--- config.mk ---
export PLATFORM = sky130hd
export DESIGN_NAME = stream_mux_rr
export DESIGN_NICKNAME = d
export VERILOG_FILES = /design/src/rtl/stream_mux_pkg.sv /design/src/rtl/stream_mux_rr_arbiter.sv /design/src/rtl/stream_mux_rr.sv
export SDC_FILE = /design/constraint.sdc
export NUM_CORES = 1
export LEC_CHECK = 0
export CAP_MARGIN = 40
export CORE_MARGIN = 10
export CORE_UTILIZATION = 37
export DETAILED_ROUTE_END_ITERATION = 7
export PLACE_DENSITY = 0.85
export SLEW_MARGIN = 20
export SYNTH_ARGS = -nofsm -noshare
export SYNTH_HDL_FRONTEND = slang
export SYNTH_HIERARCHICAL = 1
export SYNTH_SLANG_ARGS = --single-unit
--- constraint.sdc ---
create_clock -name clk -period 1.2 [get_ports clk]
set_input_delay 0.12 -clock clk [delete_from_list [all_inputs] [get_ports clk]]
set_output_delay 0.12 -clock clk [all_outputs]
set_load 0.02 [all_outputs]
--- src/rtl/stream_mux_pkg.sv ---
// Shared types and helpers for the stream multiplexer family.
// rr_pick is written against a fixed maximum width so future arbiters can share it.
package stream_mux_pkg;

  localparam int DATA_W    = 8;
  localparam int MAX_N     = 32;
  localparam int MAX_SEL_W = 5;

  typedef enum logic {ARB, LOCK} mux_state_e;

  typedef struct packed {
    logic                 found;
    logic [MAX_SEL_W-1:0] idx;
  } rr_pick_t;

  // First set bit of valid after ptr, wrapping at n (not at MAX_N).
  // ptr must be below n, so one subtraction is enough to wrap the candidate.
  function automatic rr_pick_t rr_pick(input logic [MAX_N-1:0]     valid,
                                       input logic [MAX_SEL_W-1:0] ptr,
                                       input int                   n);
    rr_pick_t res;
    int       cand;
    res = '0;
    for (int k = 1; k <= MAX_N; k++) begin
      if (k <= n) begin
        cand = int'(ptr) + k;
        if (cand >= n) cand = cand - n;
        if (!res.found && valid[cand[MAX_SEL_W-1:0]]) begin
          res.found = 1'b1;
          res.idx   = cand[MAX_SEL_W-1:0];
        end
      end
    end
    return res;
  endfunction

endpackage

--- src/rtl/stream_mux_rr_arbiter.sv ---
// Combinational round-robin arbiter: one-hot grant plus index of the winner.
module rr_arbiter
  import stream_mux_pkg::*;
#(
  parameter  int N_IN  = 2,
  localparam int SEL_W = $clog2(N_IN)
) (
  input  logic [N_IN-1:0]  req,
  input  logic [SEL_W-1:0] ptr,
  output logic [N_IN-1:0]  grant,
  output logic [SEL_W-1:0] idx,
  output logic             any
);

  rr_pick_t pick;

  always_comb begin
    pick  = rr_pick(MAX_N'(req), MAX_SEL_W'(ptr), N_IN);
    any   = pick.found;
    idx   = pick.idx[SEL_W-1:0];
    grant = '0;
    if (pick.found) grant[idx] = 1'b1;
  end

endmodule

--- src/rtl/stream_mux_rr.sv ---
// N-to-1 valid/ready stream mux with round-robin arbitration and a registered output.
// Define MUX_PKT_LOCK_EN to hold the grant on one input until its packet's last beat.
module stream_mux_rr
  import stream_mux_pkg::*;
#(
  parameter  int N_IN   = 2,
  parameter  int DATA_W = stream_mux_pkg::DATA_W,
  localparam int SEL_W  = $clog2(N_IN)
) (
  input  logic                   clk,
  input  logic                   rst,
  input  logic [N_IN-1:0]        in_valid,
  input  logic [N_IN*DATA_W-1:0] in_data,
  input  logic [N_IN-1:0]        in_last,
  output logic [N_IN-1:0]        in_ready,
  output logic                   out_valid,
  output logic [DATA_W-1:0]      out_data,
  output logic                   out_last,
  output logic [SEL_W-1:0]       out_src,
  input  logic                   out_ready
);

  logic             load_en;
  logic             xfer;
  logic [N_IN-1:0]  req;
  logic [N_IN-1:0]  grant;
  logic [SEL_W-1:0] gidx;
  logic             any;
  logic [SEL_W-1:0] rr_ptr;

`ifdef MUX_PKT_LOCK_EN
  mux_state_e       state, state_nxt;
  logic [SEL_W-1:0] lock_src;

  // While locked only the owning input may compete, so the arbiter picks it or nobody.
  always_comb begin
    req = in_valid;
    if (state == LOCK) req = in_valid & (N_IN'(1) << lock_src);
  end

  always_ff @(posedge clk) begin
    if (rst) begin
      state    <= ARB;
      lock_src <= '0;
    end else begin
      state <= state_nxt;
      if (xfer && state == ARB && !in_last[gidx]) lock_src <= gidx;
    end
  end

  always_comb begin
    state_nxt = state;
    case (state)
      ARB:  if (xfer && !in_last[gidx]) state_nxt = LOCK;
      LOCK: if (xfer && in_last[gidx])  state_nxt = ARB;
      default: state_nxt = ARB;
    endcase
  end
`else
  assign req = in_valid;
`endif

  rr_arbiter #(.N_IN(N_IN)) u_arb (
    .req   (req),
    .ptr   (rr_ptr),
    .grant (grant),
    .idx   (gidx),
    .any   (any)
  );

  assign load_en  = !out_valid || out_ready;
  assign xfer     = !rst && load_en && any;
  assign in_ready = (!rst && load_en) ? grant : '0;

  // Pointer follows the last winner; in lock mode that is always lock_src.
  always_ff @(posedge clk) begin
    if (rst) begin
      out_valid <= 1'b0;
      out_data  <= '0;
      out_last  <= 1'b0;
      out_src   <= '0;
      rr_ptr    <= SEL_W'(N_IN - 1);
    end else if (xfer) begin
      out_valid <= 1'b1;
      out_data  <= in_data[gidx*DATA_W +: DATA_W];
      out_last  <= in_last[gidx];
      out_src   <= gidx;
      rr_ptr    <= gidx;
    end else if (out_ready) begin
      out_valid <= 1'b0;
    end
  end

endmodule

==> results.json, run 1 <==
{
  "synthTopCellsByArea": "dfxtp_1, a211oi_2, mux2i_1",
  "via_per_inst": 5.30,
  "diodes": 0,
  "wire_per_inst_um": 17.4,
  "ctsHoldBuffers": 0,
  "hold_depth": 3,
  "core_area_sq_mm": 0.00169,
  "critPathKind": "flop to output pin",
  "r2r_setup_slack_ns": -0.01,
  "drtPass1Iterations": 4,
  "die_h_um": 61.7,
  "gp_congestion": 0.752,
  "clockPowerShare": 0.271,
  "cts.sinks": 12,
  "worst_pin_slew_ns": 0.249,
  "finClkSkew_ns": 0.00920,
  "slew_headroom": 0.835,
  "root_buffer": "clkbuf_4",
  "rr_endpoint": "out_data[3]$_SDFFE_PP0P_",
  "reg2reg_depth": 5,
  "area_growth_pct": 80.2,
  "dp_hpwl_um": 1580,
  "dp_slack_ns": -0.596,
  "swShare": 0.294,
  "fin_crit_sh": 1.09,
  "ys_ff_latch": 12,
  "seqPwrFrac": 0.384,
  "max_cap_violations": 0,
  "nFillCells": 128,
  "cellPowerDensity_mw_per_mm2": 1020,
  "crit_path_start": "out_valid$_SDFFE_PP0P_",
  "critical-path-slowest-cell": "dfxtp_2",
  "r2r-start": "rr_ptr$_SDFFE_PP1P_",
  "tns_ns": -0.184,
  "synth_area_sq_um": 643,
  "grt_first_pass_wirelength_um": 3240,
  "finalHoldViolCount": 0,
  "status": "finished with violations",
  "yosysSeqAreaShare": 0.374,
  "rsz0062_at_grt": "true",
  "netlist_instances": 60,
  "drv_slew": 0,
  "cp.arrival_ns": 1.19,
  "die_area_sq_mm": 0.00381,
  "drive_above_1_share": 0.381,
  "clock_latency_ns": 0.28,
  "grt_max_degree": 13,
  "max_freq_mhz": 764,
  "final_common_cell": "clkdlybuf4s50_1",
  "io_pins": 36,
  "dpl_cell_area_sq_mm": 0.00104,
  "crit_fanout": 2,
  "cts.path.max_buffers": 2,
  "grt_pass1_vias": 689,
  "hp-class": "primary input to flop",
  "grt_util_all_layers": 0.115,
  "die_width_um": 61.7,
  "first_iter_violations": 12,
  "cts_htree_levels": 1,
  "cts_buffers": 3,
  "intPower_uw": 837,
  "initial_core_util": 0.381,
  "fin_area_sq_mm": 0.00116,
  "antenna_found_initial": 0,
  "route.detailed.drc": 0,
  "yosysUniqueCellTypes": 17,
  "power.switching_uw": 348,
  "vias": 646,
  "setup_violations": 4,
  "postSynthAreaPerCell_sq_um": 10.7,
  "synth_nets": 83,
  "cts_tree": "done",
  "synth_top_cell_area_share": 0.374,
  "critPathLaunchType": "flop",
  "pwr-share-comb": 0.345,
  "num_rows": 15,
  "hold_start": "out_ready",
  "portBuffers": 35,
  "yosysWarnings": 6,
  "critPathMaxStageDelay_ns": 0.33,
  "layout_min_cycle_time_ns": 1.31,
  "power.total_mw": 1.19,
  "nNetsFinal": 129,
  "overflow": 0,
  "wirelength_um": 2130,
  "crit_chain": "and2b_4, buf_6, nor3b_2, buf_4",
  "whs_endpoint": "out_valid$_SDFFE_PP0P_",
  "violations": "setup timing",
  "final_cell_mix": "clkdlybuf4s50_1, dlygate4sd2_1, a21oi_1",
  "critical_path.top_delay_family": "flip-flops",
  "fin_ws_ns": -0.109,
  "leakagePower_nw": 0.492,
  "required_ns": 1.08,
  "ant_nets": 0,
  "irDropWorstVdd_v": 0.000945,
  "clkTransAtPathRegs_ns": 0.08,
  "path_buf_inv": 2,
  "yosysTopAreaCell": "dfxtp_1",
  "worstSetupEndpointType": "output pin"
}
==> power groups by stage <==
| stage | clock network (mW) | logic [mW] | registers, mW |
|---|---|---|---|
| floorplan | 0 | 0.153 | 0.504 |
| global placement | 0 | 0.376 | 0.462 |
| detailed placement | 0 | 0.384 | 0.463 |
| CTS | 0.324 | 0.382 | 0.455 |
| global route | 0.352 | 0.435 | 0.459 |
| finish | 0.322 | 0.409 | 0.455 |
==> layer usage <==
metal  track usage  vias to the layer above  wire [um]
li1              -                      315          -
met1         0.118                      300        847
met2         0.201                       27       1100
met3        0.0346                        4        133
met4        0.0732                        0         46
met5             0                        -          0
==> cell families after synthesis <==
logic type / after synthesis / synth area share
simple gates: 8 / 0.113
buf+inv: 6 / 0.0623
flops: 12 / 0.374
mux: 9 / 0.140
compound gates: 25 / 0.311
==> state kept, by name (all words and copies together) (netlist names) <==
register and cells:
out_valid 1, out_data 8, out_last 1, out_src 1, rr_ptr 1
==> worst register-to-register path, delay by kind of cell, from the launching register on <==
family | cells | cell delay (ns)
DFF | 1 | 0.34
buffers and inverters | 2 | 0.28
AOI/OAI and AO/OA | 2 | 0.24
muxes | 1 | 0.24
==> final cells by class <==
type,count,area (sq um),share of cell area
timing repair buffer,45,427,0.368
multi-input combinational,42,424,0.366
sequential,12,243,0.210
clock buffer,4,36.3,0.0313
tap,17,21.3,0.0184
inverter,2,7.51,0.00648
==> cells in the mapped netlist, drive strengths merged <==
cell type	instances
buf	4
a21oi	11
nor2	1
a21boi	3
mux2i	9
nand3	1
nor3b	2
inv	2
and2b	1
o21ai	2
or2	1
dfxtp	12
nand3b	1
a211oi	9
nand2b	1
==> per-stage QoR <==
stage,util,hold slack [ns],instances
3_3_place_gp,0.617,0.495,116
3_5_place_dp,0.617,0.512,116
4_1_cts,0.657,0.428,122
2_1_floorplan,-,0.185,60
6_report,0.686,0.419,122
5_1_grt,0.686,0.457,122
==> how the worst max path moves through the flow <==
stage | cells past startpoint | slack, ns | end
after CTS | 4 | -0.12 | in_ready[1]
after detailed placement | 4 | -0.60 | in_ready[0]
final | 4 | -0.11 | in_ready[1]
after floorplan | 2 | -0.05 | in_ready[0]
after global placement | 4 | -0.52 | in_ready[1]
after global routing | 4 | -0.18 | in_ready[1]
==> repair_timing <==
item / CTS / global route
endpoints found under the setup margin: 23 / 14
gates cloned: 0 / 0
setup buffers: 2 / 0
resized for setup: 35 / 14
pin swaps: 1 / 9
No activity file was read; power rests on OpenSTA's default activity.
==> run 2: changes to the inputs <==
- CORE_MARGIN: 10 -> not set
- clock period: 1.2 -> 1.45 ns (I/O delays scaled with it)
==> run 2 against run 1 <==
  * The flow finishes with violations (DRC)
  * Wire length decreased by 25%
  * Final area decreased by 8.2%
  * Die area decreased by 50%
  * Utilization decreased by 0.37 points
  * Critical path type unchanged
  * Largest cell class unchanged
  * Highest routed layer unchanged
==> results.json, run 2 (synthesis gave the netlist of run 1 again) <==
{
  "final_cell_mix": "clkdlybuf4s50_1, dfxtp_1, a21oi_1",
  "drv_slew": 0,
  "antenna_found_initial": 0,
  "via_per_inst": 5.22,
  "finClkSkew_ns": 0.00617,
  "critPathLaunchType": "flop",
  "area_growth_pct": 65.4,
  "cts_setup_buffers": 0,
  "reg2reg_depth": 5,
  "layout_min_cycle_time_ns": 1.40,
  "grt_first_pass_wirelength_um": 2730,
  "route.detailed.drc": 1,
  "die_width_um": 43.7,
  "nNetsFinal": 126,
  "ant_nets": 0,
  "power.total_uw": 961,
  "nFillCells": 132,
  "slew_headroom": 0.844,
  "status": "finished with violations",
  "regMostFlops": "out_data",
  "clock_latency_ns": 0.29,
  "clkTransAtPathRegs_ns": 0.08,
  "crit_chain": "clkdlybuf4s50_1",
  "hp-class": "flop to flop",
  "multi_input_area_sq_um": 368,
  "root_buffer": "clkbuf_4",
  "cts_tree": "done",
  "grt_util_all_layers": 0.195,
  "fin_cells": 118,
  "fin_crit_sh": 0.966,
  "overflow": 0,
  "cp.depth": 1,
  "rsz0062_at_grt": "false",
  "critPathMaxStageDelay_ns": 0.62,
  "dp_hpwl_um": 1180,
  "finalHoldViolCount": 0,
  "vias": 616,
  "leakagePower_nw": 0.422,
  "gp_congestion": 0.666,
  "cellPowerDensity_mw_per_mm2": 904,
  "required_ns": 1.31,
  "cts_buffers": 3,
  "max_cap_violations": 0,
  "die_h_um": 43.7,
  "die_area_sq_mm": 0.00191,
  "core_area_sq_mm": 0.00156,
  "final-seq-area_sq_um": 240,
  "wirelength_um": 1590,
  "wire_per_inst_um": 13.5,
  "place_inst": 114,
  "largest_register_ffs": 8,
  "grt_max_degree": 13,
  "worstSetupEndpointType": "output pin",
  "first_iter_violations": 8,
  "cp.arrival_ns": 1.26,
  "final_common_cell": "clkdlybuf4s50_1",
  "violations": "DRC",
  "critical-path-slowest-cell": "clkdlybuf4s50_1",
  "hold_depth": 2,
  "critical_path.top_delay_family": "buffers and inverters",
  "diodes": 0,
  "ctsHoldBuffers": 0,
  "cts.sinks": 12,
  "fin_hold_ws_ns": 0.478,
  "critPathKind": "flop to output pin",
  "num_rows": 14,
  "drtPass1Iterations": 6,
  "initial_core_util": 0.413,
  "setup_violations": 0,
  "path_buf_inv": 1,
  "worst_pin_slew_ns": 0.233,
  "max_freq_mhz": 714,
  "crit_fanout": 2,
  "portBuffers": 35,
  "drive_above_1_share": 0.255,
  "irDropWorstVdd_v": 0.000565,
  "io_pins": 36,
  "cts.path.max_buffers": 2,
  "grt_pass1_vias": 636,
  "cts_htree_levels": 1
}
==> run 2: cell types whose count changed in the layout (fill, tap and decap cells not counted), moves of 3 or more <==
cell | previous run | this run
dlygate4sd2_1 | 12 | 1
mux2i_1 | 3 | 9
mux2i_2 | 4 | 0
clkdlybuf4s50_1 | 19 | 32
buf_6 | 3 | 0
==> run 2: power breakdown <==
part,total (mW),internal [mW],switching [mW]
registers,0.377,0.360,0.0167
clock network,0.279,0.153,0.126
logic,0.306,0.169,0.137
total,0.961,0.682,0.280
==> run 2: area by class of cell <==
cell class,count,share of cell area
multi-input cells,42,0.346
inverters,2,0.00706
clock buffers,4,0.0341
well taps,16,0.0188
flip-flops and latches,12,0.226
repair buffers,42,0.368
==> run 2: metrics by stage <==
stage	setup slack, ns	utilization	setup TNS [ns]	instance area (sq um)
after floorplan	0.178	-	0	643
after global placement	-0.346	0.663	-1.13	1030
after detailed placement	-0.338	0.663	-1.01	1030
after CTS	0.0290	0.679	0	1060
after global routing	0.00897	0.682	0	1060
final	0.0492	0.682	0	1060
==> run 2: what timing repair did <==
action                                  4_1_cts  5_1_grt
gates cloned                                  0        0
pin swaps                                     0        0
endpoints found under the setup margin        3        1
endpoints found under the hold margin         0        0
gates resized for setup                      11        1
==> run 2: metal layers <==
metal  up-vias  routed length [um]  GRT usage
met4         0                   6     0.0563
met3         2                  95     0.0667
met1       287                 669      0.232
met5         -                   0          0
li1        305                   -          -
met2        22                 822      0.331
==> run 2: path summary, 6_finish.rpt <==
kind | from | to | slack (ns)
min | out_src$_SDFFE_PP0P_ | out_src$_SDFFE_PP0P_ | 0.48
min reg2reg | out_src$_SDFFE_PP0P_ | out_src$_SDFFE_PP0P_ | 0.48
max | out_data[1]$_SDFFE_PP0P_ | out_data[1] | 0.05
max reg2reg | rr_ptr$_SDFFE_PP1P_ | out_data[2]$_SDFFE_PP0P_ | 0.19
==> run 3: changes to the inputs <==
- HOLD_SLACK_MARGIN: not set -> 0.15
==> results of run 3 <==
The final DEF is identical to that of run 2; final timing and power are the same.
